File: config.mk
export PLATFORM = sky130hd
export DESIGN_NAME = jk_excitation_driver
export DESIGN_NICKNAME = d
export VERILOG_FILES = /design/src/rtl/jk_pkg.sv /design/src/rtl/jk_excite_bit.sv /design/src/rtl/jk_excitation_driver.sv
export SDC_FILE = /design/constraint.sdc
export NUM_CORES = 1
export LEC_CHECK = 0
export BUFFER_PORTS_ARGS = -buffer_cell sky130_fd_sc_hd__buf_2
export CAP_MARGIN = 15
export CORE_MARGIN = 4
export CORE_UTILIZATION = 30
export CTS_CLUSTER_SIZE = 25
export DETAILED_ROUTE_END_ITERATION = 16
export GPL_TIMING_DRIVEN = 0
export HOLD_SLACK_MARGIN = 0.1
export PLACE_DENSITY = 0.53
export SKIP_CTS_REPAIR_TIMING = 1
export SLEW_MARGIN = 0
export SYNTH_ARGS = -nofsm -noshare
export SYNTH_HDL_FRONTEND = slang
export SYNTH_HIERARCHICAL = 1
export SYNTH_SLANG_ARGS = --single-unit
File: constraint.sdc
create_clock -name clk -period 2.06 [get_ports clk]
set_input_delay 0.309 -clock clk [delete_from_list [all_inputs] [get_ports clk]]
set_output_delay 0.309 -clock clk [all_outputs]
set_load 0.01 [all_outputs]
File: src/rtl/jk_pkg.sv
// Shared types and constants for the JK excitation driver.
// Holds the FSM state encoding and the {J,K} excitation pairs.
package jk_pkg;

    typedef enum logic [1:0] {
        IDLE  = 2'd0,
        DRIVE = 2'd1,
        CHECK = 2'd2
    } state_t;

    // {J,K} pairs for each current->target transition
    localparam logic [1:0] EXC_HOLD0 = 2'b00;
    localparam logic [1:0] EXC_SET   = 2'b10;
    localparam logic [1:0] EXC_RESET = 2'b01;
    localparam logic [1:0] EXC_HOLD1 = 2'b00;
    localparam logic [1:0] EXC_TOG   = 2'b11;

endpackage

File: src/rtl/jk_excite_bit.sv
// Per-bit JK excitation: picks J/K that move q_bit to t_bit.
// toggle_pref fills the don't-care input with 1 so changes use J=K=1.
module jk_excite_bit
    import jk_pkg::*;
(
    input  logic q_bit,
    input  logic t_bit,
    input  logic toggle_pref,
    output logic j_bit,
    output logic k_bit
);

    logic [1:0] w_jk;

    // excitation table lookup on {current, target}
    always_comb begin
        w_jk = EXC_HOLD0;
        unique case ({q_bit, t_bit})
            2'b00: w_jk = EXC_HOLD0;
            2'b01: w_jk = toggle_pref ? EXC_TOG : EXC_SET;
            2'b10: w_jk = toggle_pref ? EXC_TOG : EXC_RESET;
            2'b11: w_jk = EXC_HOLD1;
            default: w_jk = EXC_HOLD0;
        endcase
    end

    assign j_bit = w_jk[1];
    assign k_bit = w_jk[0];

endmodule

File: src/rtl/jk_excitation_driver.sv
// Drives an external JK bank to a requested word for one clock,
// then checks the bank Q against the target and reports done/err.
module jk_excitation_driver
    import jk_pkg::*;
#(
    parameter int WIDTH       = 4,
    parameter bit TOGGLE_PREF = 1'b0
) (
    input  logic             clk,
    input  logic             reset,
    input  logic             tgt_valid,
    input  logic [WIDTH-1:0] tgt_data,
    output logic             tgt_ready,
    input  logic [WIDTH-1:0] q,
    output logic [WIDTH-1:0] j,
    output logic [WIDTH-1:0] k,
    output logic             done,
    output logic             err,
    output logic [7:0]       err_cnt
);

    state_t           r_state;
    logic [WIDTH-1:0] r_tgt;
    logic [WIDTH-1:0] r_j;
    logic [WIDTH-1:0] r_k;
    logic             r_done;
    logic             r_err;
    logic [7:0]       r_err_cnt;

    logic [WIDTH-1:0] w_j;
    logic [WIDTH-1:0] w_k;
    logic             w_miss;

    genvar gi;
    generate
        for (gi = 0; gi < WIDTH; gi++) begin : g_bit
            jk_excite_bit u_bit (
                .q_bit       (q[gi]),
                .t_bit       (tgt_data[gi]),
                .toggle_pref (TOGGLE_PREF),
                .j_bit       (w_j[gi]),
                .k_bit       (w_k[gi])
            );
        end
    endgenerate

    assign w_miss = (q != r_tgt);

    // sequencer: accept, pulse J/K for one cycle, then verify the bank
    always_ff @(posedge clk or negedge reset) begin
        if (!reset) begin
            r_state   <= IDLE;
            r_tgt     <= '0;
            r_j       <= '0;
            r_k       <= '0;
            r_done    <= 1'b0;
            r_err     <= 1'b0;
            r_err_cnt <= 8'd0;
        end else begin
            r_j    <= '0;
            r_k    <= '0;
            r_done <= 1'b0;
            r_err  <= 1'b0;
            unique case (r_state)
                IDLE: begin
                    if (tgt_valid) begin
                        r_tgt   <= tgt_data;
                        r_j     <= w_j;
                        r_k     <= w_k;
                        r_state <= DRIVE;
                    end
                end
                DRIVE: begin
                    r_state <= CHECK;
                end
                CHECK: begin
                    r_done <= 1'b1;
                    r_err  <= w_miss;
                    if (w_miss && (r_err_cnt != 8'hFF)) begin
                        r_err_cnt <= r_err_cnt + 8'd1;
                    end
                    r_state <= IDLE;
                end
                default: begin
                    r_state <= IDLE;
                end
            endcase
        end
    end

    assign tgt_ready = (r_state == IDLE);
    assign j         = r_j;
    assign k         = r_k;
    assign done      = r_done;
    assign err       = r_err;
    assign err_cnt   = r_err_cnt;

endmodule
==> metrics.cfg <==
[clock_tree]
cts.sinks = 24
htreeDepth = 1
root_buffer = clkbuf_8
cts_buffers = 3
clk_latency_ns = 0.26
clk_pin_slew_ns = 0.09
cts_tree = yes
cts_max_path_buffers = 2

[global_route]
track_usage = 0.09163
grt_pass1_wl_um = 3788
grt_max_degree = 25
globalRouteOverflowTotal = 0
grt_pass1_vias = 811
antenna_found_initial = 0

[power]
power.switching_uw = 429.1
max-vdd-ir-drop_mv = 0.4500
power_uw = 1426
p_int_uw = 997.2
power_leakage_uw = 0.0008418
p_clk_frac = 0.289
p_comb_frac = 0.256
seqPwrFrac = 0.455
cellPowerDensity_nw_per_um2 = 931.3
swShare = 0.3008

[timing]
skew_ns = 0.001714
grt_setup_unrepaired = false
min_period_ns = 1.837
setup_tns_ns = 0
tightest_slew_ns = 0.6601
hold_viol = 0
post-route-period-util = 0.8918
slew-limit-headroom = 0.5583
setup_violations = 0
finalWorstSetupSlack_ns = 0.2229
fmax_mhz = 544.3
maxSlewViolCount = 0

[job]
cap_violations = 0

[routing]
wl_per_cell_um = 11.93
vias = 829
avgViaCountPerCell = 4.386
drt_iter0_drc = 16
routed_wl_um = 2254
ant_nets = 0
firstDrtPassIters = 2
drc = 0

[yosys]
syn_inst = 100
yosys-top-cells-area = dfrtp_1, ha_1, xor2_1, mux2_4, and3_1
yosysTopAreaCellShare = 0.4928
synth_top_area_cell = dfrtp_1
seq_area_frac_synth = 0.4928
ys_warn_count = 6
synth_seq_cells = 24
syn_area_um2 = 1219
ys_types = 26
syn_area_per_cell_um2 = 12.19

[place]
dp_slack_ns = 0.2431
gp_congestion = 0.6706
dpl.hpwl_um = 1729
numPortBuffers = 29

[floorplanning]
ios = 30
initial_core_util = 0.3208
fp.dieW_um = 71.74
placementRows = 22
coreArea_um2 = 3799
die_h_um = 71.74
dieArea_um2 = 5146

[worst_setup_path]
r2r_end = r_tgt[2]
end_kind = flop
critical_path.max_fanout = 10
start_kind = flop
r2r_cells = 4
worst_ep_arrival_time_ns = 1.99
critPathRequiredTime_ns = 2.22
reg2reg_setup_slack_ns = 0.22
crit_type = flop to flop
r2r_start = r_state[1]

[min_path]
holdPathEnd = r_tgt[3]
min_path_cells = 2
hold_start = tgt_data[3]
hp-class = primary input to flop

[outcome]
outcome = finished, final reports clean

[final_layout]
final_util = 0.4032
diodes = 0
layout-drive-gt1-share = 0.3191
area_delta_synth_final_pct = 25.67
finalNetCount = 162

cells in the final DEF (no fill, tap or decap), types with 2 or more instances in the layout:
cell,count
ha_1,9
nand2_1,2
nor4_1,2
clkbuf_8,3
xor2_1,10
nand3_1,3
mux2i_1,4
buf_2,29
nor2_1,2
mux2_2,4
and3_1,8
dfrtp_1,24
mux2_4,5
inv_1,13
conb_1,8
power by group through the flow:
| stage | clock network, µW | logic (µW) | registers [µW] |
|---|---|---|---|
| detailed placement | 0 | 367 | 658 |
| global placement | 0 | 360 | 652 |
| CTS | 428 | 370 | 649 |
| finish | 413 | 365 | 649 |
| floorplan | 0 | 201 | 677 |
| global route | 446 | 403 | 664 |
critical path, stage by stage, from the launching register on:
cell,delay (ns)
dfrtp_1,0.40
nor2_1,0.53
and2_0,0.21
clkbuf_1,0.23
mux2_2,0.36
per-stage QoR:
step | instances | hold slack, ns | instance area [µm²]
floorplan | 107 | 0.01341 | 1245
global placement | 184 | 0.3238 | 1450
detailed placement | 184 | 0.3335 | 1450
CTS | 188 | 0.03265 | 1521
global route | 189 | 0.3054 | 1531
finish | 189 | 0.3069 | 1531
cell usage after synthesis, drive strengths merged:
cell type	n
and2b	1
nor4b	1
conb	1
and3	8
nor2b	1
nand2b	1
nand4	1
nor4	2
mux2i	4
ha	9
nor3b	1
clkbuf	1
inv	13
nand3	3
nor3	2
o41ai	1
dfrtp	24
nand2	2
nor2	3
and2	1
mux2	10
xor2	10
area by class of cell:
| class | instances | area (µm²) |
|---|---|---|
| Multi-Input combinational cell | 69 | 591.8 |
| Buffer | 1 | 3.754 |
| Sequential cell | 24 | 600.6 |
| Clock buffer | 3 | 41.29 |
| Fill cell | 403 | 2267 |
| Clock inverter | 1 | 30.03 |
| Timing Repair Buffer | 30 | 155.1 |
| Tap cell | 48 | 60.06 |
| Inverter | 13 | 48.80 |
cells by family (layout without fill, tap and decap cells):
group,after synthesis,in the layout,share of synthesized area
and+or+nand+nor,27,27,0.1335
xor gates and xnor gates,10,10,0.07187
DFF,24,24,0.4928
AOI/OAI and AO/OA,1,1,0.02259
muxes,14,14,0.1407
buffers and inverters,14,48,0.04312
other,1,8,0.003077
adders and majority gates,9,9,0.09240
worst max-delay path by stage:
stage                    start    endpoint  slack, ns  cells after the start
floorplan             r_tgt[1]  err_cnt[1]       0.46                      4
global placement          q[1]  err_cnt[1]       0.29                      5
detailed placement  r_state[1]    r_tgt[2]       0.24                      4
CTS                 r_state[1]    r_tgt[2]       0.22                      4
global route        r_state[1]    r_tgt[1]       0.10                      4
finish              r_state[1]    r_tgt[2]       0.22                      4
state kept, by name, indices dropped and copies added, names as in the netlist:
signal,flops
j,4
k,4
done,1
err_cnt,8
r_state,2
r_tgt,4
err,1
routing by layer:
metal / up-vias / global-route usage / part of all wire
met5: - / 0 / 0
met4: 0 / 0 / 0
met3: 0 / 0.04067 / 0.079
met2: 23 / 0.1541 / 0.47
met1: 402 / 0.1159 / 0.45
li1: 404 / - / -
Note: power is estimated with default switching activity, not from simulation.
